### config.mk
export PLATFORM = sky130hd
export DESIGN_NAME = atetris_inp_cond_flat
export DESIGN_NICKNAME = d
export VERILOG_FILES = /design/src/rtl/atetris_inp_cond_if.sv /design/src/rtl/atetris_inp_cond.sv /design/src/flat_wrapper.sv
export SDC_FILE = /design/constraint.sdc
export NUM_CORES = 1
export LEC_CHECK = 0
export CAP_MARGIN = 20
export CORE_ASPECT_RATIO = 1.4
export CORE_MARGIN = 2
export CORE_UTILIZATION = 52
export DETAILED_ROUTE_END_ITERATION = 6
export GPL_TIMING_DRIVEN = 0
export PLACE_DENSITY = 0.75
export SLEW_MARGIN = 30
export SYNTH_ARGS = -nofsm -noshare
export SYNTH_HDL_FRONTEND = slang
export SYNTH_SLANG_ARGS = --single-unit
### constraint.sdc
create_clock -name MCLK -period 2.5 [get_ports MCLK]
set_input_delay 0.5 -clock MCLK [delete_from_list [all_inputs] [get_ports MCLK]]
set_output_delay 0.5 -clock MCLK [all_outputs]
set_load 0.02 [all_outputs]
### src/rtl/atetris_inp_cond_if.sv
// Control-panel bus between the raw cabinet inputs and the game core.
// Carries raw controls in, conditioned controls and coin count out.
interface atetris_inp_cond_if;
  logic [10:0] IRAW;
  logic [10:0] INP;
  logic [7:0]  COINCNT;

  modport master (
    output IRAW,
    input  INP,
    input  COINCNT
  );

  modport slave (
    input  IRAW,
    output INP,
    output COINCNT
  );
endinterface

### src/rtl/atetris_inp_cond.sv
// Input conditioner: sync, tick-based debounce, coin pulse shaping.
// Coin pulse FSMs are built only when ATETRIS_COIN_PULSE_EN is defined.
module atetris_inp_cond #(
  parameter int TICK_DIV = 14318,
  parameter int DB_CNT   = 4,
  parameter int COIN_LEN = 50
) (
  input logic MCLK,
  input logic RESET_N,
  atetris_inp_cond_if.slave io
);
  localparam logic [15:0] TD_M1 = 16'(TICK_DIV - 1);
  localparam logic [3:0]  DB_M1 = 4'(DB_CNT - 1);
  localparam logic [7:0]  CL    = 8'(COIN_LEN);

  logic [10:0]      sync1;
  logic [10:0]      sync2;
  logic [10:0]      stable;
  logic [10:0][3:0] dcnt;
  logic [15:0]      pre;
  logic             tick;
  logic [1:0]       rise;
  logic [1:0]       coin_inp;
  logic [1:0]       counted;
  logic [7:0]       coincnt;
  logic [10:0]      inp;

  always_ff @(posedge MCLK) begin
    if (!RESET_N) begin
      sync1 <= '0;
      sync2 <= '0;
    end else begin
      sync1 <= io.IRAW;
      sync2 <= sync1;
    end
  end

  always_ff @(posedge MCLK) begin
    if (!RESET_N)  pre <= '0;
    else if (tick) pre <= '0;
    else           pre <= pre + 16'd1;
  end

  assign tick = (pre == TD_M1);

  always_ff @(posedge MCLK) begin
    if (!RESET_N) begin
      stable <= '0;
      dcnt   <= '0;
    end else if (tick) begin
      for (int i = 0; i < 11; i++) begin
        if (sync2[i] == stable[i]) begin
          dcnt[i] <= '0;
        end else if (dcnt[i] == DB_M1) begin
          stable[i] <= sync2[i];
          dcnt[i]   <= '0;
        end else begin
          dcnt[i] <= dcnt[i] + 4'd1;
        end
      end
    end
  end

  // coin level being accepted high on this edge
  always_comb begin
    rise = '0;
    for (int c = 0; c < 2; c++)
      rise[c] = tick & sync2[8+c] & ~stable[8+c]
              & (dcnt[8+c] == DB_M1);
  end

`ifdef ATETRIS_COIN_PULSE_EN
  typedef enum logic [1:0] {
    IDLE, PULSE, WAITREL
  } coin_st_t;

  coin_st_t        st    [2];
  coin_st_t        st_nx [2];
  logic [1:0][7:0] pcnt;
  logic [1:0]      take;
  logic [1:0]      pulse;

  always_ff @(posedge MCLK) begin
    if (!RESET_N) begin
      for (int c = 0; c < 2; c++) st[c] <= IDLE;
      pcnt <= '0;
    end else begin
      for (int c = 0; c < 2; c++) begin
        st[c] <= st_nx[c];
        if (take[c])
          pcnt[c] <= CL;
        else if (st[c] == PULSE && tick)
          pcnt[c] <= pcnt[c] - 8'd1;
      end
    end
  end

  always_comb begin
    for (int c = 0; c < 2; c++) begin
      st_nx[c] = st[c];
      take[c]  = 1'b0;
      unique case (st[c])
        IDLE: begin
          if (rise[c]) begin
            st_nx[c] = PULSE;
            take[c]  = 1'b1;
          end
        end
        PULSE: begin
          if (tick && pcnt[c] == 8'd1)
            st_nx[c] = WAITREL;
        end
        WAITREL: begin
          if (!stable[8+c]) st_nx[c] = IDLE;
        end
        default: st_nx[c] = IDLE;
      endcase
    end
  end

  always_comb begin
    for (int c = 0; c < 2; c++)
      pulse[c] = (st[c] == PULSE);
  end

  assign coin_inp = ~pulse;
  assign counted  = take;
`else
  assign coin_inp = ~stable[9:8];
  assign counted  = rise;
`endif

  always_ff @(posedge MCLK) begin
    if (!RESET_N)
      coincnt <= '0;
    else
      coincnt <= coincnt
               + {7'd0, counted[0]}
               + {7'd0, counted[1]};
  end

  always_ff @(posedge MCLK) begin
    if (!RESET_N)
      inp <= 11'h7FF;
    else
      inp <= {~stable[10], coin_inp, ~stable[7:0]};
  end

  assign io.INP     = inp;
  assign io.COINCNT = coincnt;
endmodule

### src/flat_wrapper.sv
// flat-port wrapper written by rule: the top's interface ports become plain ports
module atetris_inp_cond_flat 
#(
  parameter int TICK_DIV = 14318,
  parameter int DB_CNT   = 4,
  parameter int COIN_LEN = 50
)
  (MCLK, RESET_N, io_IRAW, io_INP, io_COINCNT);
  atetris_inp_cond_if io_i ();
  input logic MCLK;
  input logic RESET_N;
  input wire logic [$bits(io_i.IRAW)-1:0] io_IRAW;
  output wire logic [$bits(io_i.INP)-1:0] io_INP;
  output wire logic [$bits(io_i.COINCNT)-1:0] io_COINCNT;
  assign io_i.IRAW = io_IRAW;
  assign io_INP = io_i.INP;
  assign io_COINCNT = io_i.COINCNT;
  atetris_inp_cond #(.TICK_DIV(TICK_DIV), .DB_CNT(DB_CNT), .COIN_LEN(COIN_LEN)) u_core (.MCLK(MCLK), .RESET_N(RESET_N), .io(io_i));
endmodule
# Word level (Yosys, flattened, before mapping)
# Cells that the tools add are included.
dict set report word_totals {
  input_bits 13
  elab_cells 121
  out_inout_bits 19
  regBits 112
}
dict set report classes {
  n_reduce_logical 12
  bitwise_logic 23
  n_addsub 14
  n_eq_ne 23
  muxes 22
}
# operator n
set op_table {}
lappend op_table {{2-to-1 mux 4 bit} 22}
lappend op_table {{adder 4 x 1 -> 4 bit (second input constant)} 11}
lappend op_table {{equality test 4 x 2 -> 1 bit (second input constant)} 11}
lappend op_table {{AND reduction 3 bit} 11}
lappend op_table {{adder 16 x 1 -> 16 bit (second input constant)} 1}
lappend op_table {{adder 8 x 1 -> 8 bit} 2}
lappend op_table {{equality test 16 x 14 -> 1 bit (second input constant)} 1}
lappend op_table {{inverter 1 bit} 15}
lappend op_table {{equality test 1 bit} 11}
lappend op_table {{inverter 8 bit} 1}
lappend op_table {{bitwise AND 1 bit} 6}
lappend op_table {{inverter 2 bit} 1}
lappend op_table {{OR reduction 2 bit} 1}

# Depth between registers and ports, before layout
dict set report depth {
  ltp_word 6
  ltp_mapped 12
  depth_no_buf 11
}

# Worst setup path after synthesis
# No wires, ideal clock.
dict set report synth_timing {
  path_kind {reg2reg}
  startpoint {register u_core.pre[2]}
  endpoint {register u_core.coincnt[5] (netlist: u_core.io.COINCNT[5])}
  arrival_time_ns 2.419
  period_less_slack_ns 2.546
  path_stages_with_launch 11
  slack_ns -0.046
  n_path_buf 2
  required_time_ns 2.372
  path_cell_list {dfxtp_1 > clkbuf_1 > nor4bb_1 > and4_1 > buf_2 > nand4b_1 > fa_1 > and3b_1 > nand3_1 > xor2_1 > nor2_1}
}
dict set report synth_between {
  elab_chain_len 6
  word_cells_on_any_way 9
  classes_between {add/sub (2); eq/ne (1); bitwise (6)}
}
# element line_no
set synth_rtl {}
lappend synth_rtl {{start: declaration} atetris_inp_cond.sv:20} ;# logic [15:0] pre;
lappend synth_rtl {{start signal: assignment} atetris_inp_cond.sv:41} ;# else pre <= pre + 16'd1;
lappend synth_rtl {{equality test 16 x 14 -> 1 bit *} atetris_inp_cond.sv:44} ;# assign tick = (pre == TD_M1);
lappend synth_rtl {{bitwise AND 1 bit (2 in series)} atetris_inp_cond.sv:68} ;# rise[c] = tick & sync2[8+c] & ~stable[8+c]
lappend synth_rtl {{bitwise AND 1 bit} atetris_inp_cond.sv:69} ;# & (dcnt[8+c] == DB_M1);
lappend synth_rtl {{adder 8 x 1 -> 8 bit} atetris_inp_cond.sv:138} ;# + {7'd0, counted[0]}
lappend synth_rtl {{adder 8 x 1 -> 8 bit *} atetris_inp_cond.sv:139} ;# + {7'd0, counted[1]};
lappend synth_rtl {{end signal: assignment} atetris_inp_cond.sv:137} ;# coincnt <= coincnt
lappend synth_rtl {{end: declaration} atetris_inp_cond.sv:25} ;# logic [7:0] coincnt;
# Mark *: on every way between the ends. The rest lies on a longest branch, timed or not.
# A chain may end at the register's enable or synchronous reset.

# Final worst setup path
dict set report layout_timing {
  startpoint {register u_core.pre[4]}
  endpoint {register u_core.coincnt[7] (netlist: u_core.io.COINCNT[7])}
}
# The elaborated chain is that of the path after synthesis.

==> key figures <==
Global route
  • Vias in the first global route: 3730
  • First-pass GRT wire length: 17.52 mm
  • Tot GR Track Use: 0.2322
  • Grt ovf: 0
  • Largest net degree at the start of global routing: 18
  • Initial antenna violation count: 0

Timing
  • Final hold violation count: 0
  • Fin crit period: 2.414 ns
  • Worst Max-Slew Pin Slew: 0.6910 ns
  • Slew Viols, Final: 0
  • Setup violators final: 0
  • Slew HR: 0.5393
  • RSZ-0062 raised after global routing: yes
  • PnR worst setup slack: 0.08643 ns
  • Worst-case clock skew: 0.007911 ns
  • Crit share post-route: 0.9654
  • Max Freq: 414.3 MHz

Critical path
  • Critical path peak fanout: 5
  • CP endpoint: u_core.io.COINCNT[7]$_SDFF_PN0_
  • Reg-to-Reg End: u_core.io.COINCNT[7]$_SDFF_PN0_
  • Critical Path Source Type: register
  • Crit. Startpoint: u_core.pre[4]$_SDFF_PP0_
  • CP endpoint kind: register
  • CP arrival: 2.63 ns
  • Reg-to-reg slack, setup: 0.09 ns
  • Crit path required time: 2.72 ns
  • R2r worst-path depth: 9
  • Setup Crit Path Kind: reg2reg
  • Worst r2r src: u_core.pre[4]$_SDFF_PP0_

Finish
  • Layout cells sized above 1: 0.09416
  • Area growth syn-to-layout: 19.78%
  • Layout Nets: 554
  • Design Area, Final: 5493 um^2
  • Area occupied by registers: 2253 um^2
  • Multi-input combinational cell area: 2313 um^2
  • FILL cells: 690
  • Non-filler cells, final: 636
  • ANT cells: 0

Placed design
  • HPWL after detailed placement: 7.176 mm
  • Post-Place Worst Slack: -0.3975 ns
  • Placed cell areas: 5039 um^2
  • Routability congestion estimate: 0.8083
  • Inst Count DP: 613
  • Port buffer count: 30

Synthesis
  • Top cell type's share of synthesized area: 0.4889
  • Prevailing post-synth register cell: dfxtp_1
  • Top post-synthesis cells by area: dfxtp_1 (49%), mux2i_1 (4.4%), xor2_1 (4.0%)
  • Synth Cell Area: 4586 um^2
  • Yosys reg bits: 112
  • Post-synth top cells: dfxtp_1 (112), nand2_1 (37), nor2_1 (33)
  • Count leader, synth: dfxtp_1
  • Post-synthesis sequential area ratio: 0.4889
  • Syn_area_per_cell: 9.593 um^2
  • Mapped Cells: 478
  • Syn Nets: 506
  • Number of flops mapped to enable cells by yosys: 0
  • Synth Warn #: 0
  • Async S/R FF share, synth: 0
  • Cell variety after synth: 40
  • Synth area leader: dfxtp_1

Drt
  • Initial drt markers: 265
  • DRT Pass-1 Iters: 5
  • Vias: 3746
  • Final wirelength: 10.95 mm
  • Wire per inst: 17.21 um
  • ANT nets after route: 0
  • Detailed-route DRC error count: 0
  • DR vias/cell: 5.890

CTS
  • Clock Tree Root: clkbuf_16
  • Number of hold buffers added after CTS: 0
  • CTS Sinks: 112
  • Total CTS buffers: 9
  • H-tree depth: 3
  • Clk Latency, worst-skew pair: 0.35 ns
  • Reg clk slew, reported paths: 0.07 ns
  • Bufs on Longest Clock Path: 2
  • CTS tree: built

Floorplanning
  • Std cell rows: 40
  • Die area: 9596 um^2
  • Core Region: 8558 um^2
  • Die span in y: 115.1 um
  • Starting density of the core: 0.5358
  • Chip width: 83.37 um
  • # IOs: 32

Run
  • Max-cap violations: 0

Outcome
  • Outcome: completed

Power
  • Peak VDD IR: 0.5487 mV
  • Pleak: 2.059 nW
  • PwrDens: 631.0 nW/um^2

Worst hold path
  • Worst hold stages: 1
  • Worst hold path class: reg2reg
sequential cells by signal (all words and copies together), names as in the netlist:
register and flops:
u_core.io.INP 11, u_core.sync1 11, u_core.io.COINCNT 8, u_core.sync2 11, u_core.stable 11, u_core.dcnt 44, u_core.pre 16
cells in the final DEF (no fill, tap or decap), drive strengths merged, types with 9 or more instances in the layout:
cell           instances
a31oi                 11
nand4                 23
buf                   14
clkdlybuf4s50         30
xnor2                  9
a21oi                 23
and4                  14
xor2                  21
clkbuf                25
o31ai                 11
nand2b                11
nand2                 37
nor2b                 18
ha                    14
dfxtp                112
and2                  23
nand3                 31
nor2                  33
o21ai                 12
mux2i                 20
power by group:
group / internal, W / switching (W)
registers: 0.00180 / 0.0000138
logic: 0.0000444 / 0.0000672
clock network: 0.000900 / 0.000637
total: 0.00275 / 0.000718
area by class of cell:
type | count | area share
clock buffer | 10 | 0.04351
clock inverter | 6 | 0.01503
timing repair buffer | 38 | 0.06560
tap | 105 | 0.02392
multi-input combinational | 339 | 0.4212
sequential | 112 | 0.4103
inverter | 5 | 0.003417
buffer | 21 | 0.01708
routing by layer:
metal | track usage | up-vias | part of all wire
met5 | 0 | - | 0
met4 | 0.1115 | 0 | 0.024
met3 | 0.04523 | 22 | 0.041
met2 | 0.4409 | 93 | 0.53
met1 | 0.2451 | 1837 | 0.40
li1 | - | 1794 | -
critical path, stage by stage (launching register included):
cell and delay, ns:
dfxtp_1 0.37, nor4bb_4 0.35, and4_4 0.29, buf_8 0.10
nand4b_1 0.13, fa_2 0.45, and3b_2 0.29, nand3_2 0.08
xor2_1 0.16, nor2_1 0.05
worst min path at each step:
stage | start | end | slack (ns)
floorplan | u_core.stable[0]$_SDFFE_PN0P_ | u_core.io.INP[0]$_SDFF_PN1_ | 0.39
CTS | u_core.stable[0]$_SDFFE_PN0P_ | u_core.io.INP[0]$_SDFF_PN1_ | 0.42
global route | u_core.stable[2]$_SDFFE_PN0P_ | u_core.io.INP[2]$_SDFF_PN1_ | 0.44
detailed placement | u_core.stable[0]$_SDFFE_PN0P_ | u_core.io.INP[0]$_SDFF_PN1_ | 0.41
global placement | u_core.stable[2]$_SDFFE_PN0P_ | u_core.io.INP[2]$_SDFF_PN1_ | 0.40
finish | u_core.stable[4]$_SDFFE_PN0P_ | u_core.io.INP[4]$_SDFF_PN1_ | 0.42
cell families after synthesis:
family          after synthesis  share of synthesized area
simple gates                212                     0.2606
flops                       112                     0.4889
compound gates               62                    0.08377
xor+xnor                     30                    0.05730
buf+inv                      27                    0.02319
mux                          20                    0.04366
fa+ha+maj                    15                    0.04257
metrics by stage:
stage	util	power (W)	TNS (ns)	hold slack (ns)
floorplan	-	0.001914	0	0.3885
global placement	0.5887	0.001960	-2.057	0.3974
detailed placement	0.5887	0.001963	-2.219	0.4067
CTS	0.6301	0.003466	0	0.4214
global route	0.6418	0.003557	-0.2921	0.4413
finish	0.6418	0.003466	0	0.4207
what timing repair did:
action	in CTS	in global routing
gates resized for setup	7	15
setup buffers	2	6
pin swaps	2	4
endpoints found under the setup margin	7	16
Power figures use the tool's default switching activity.
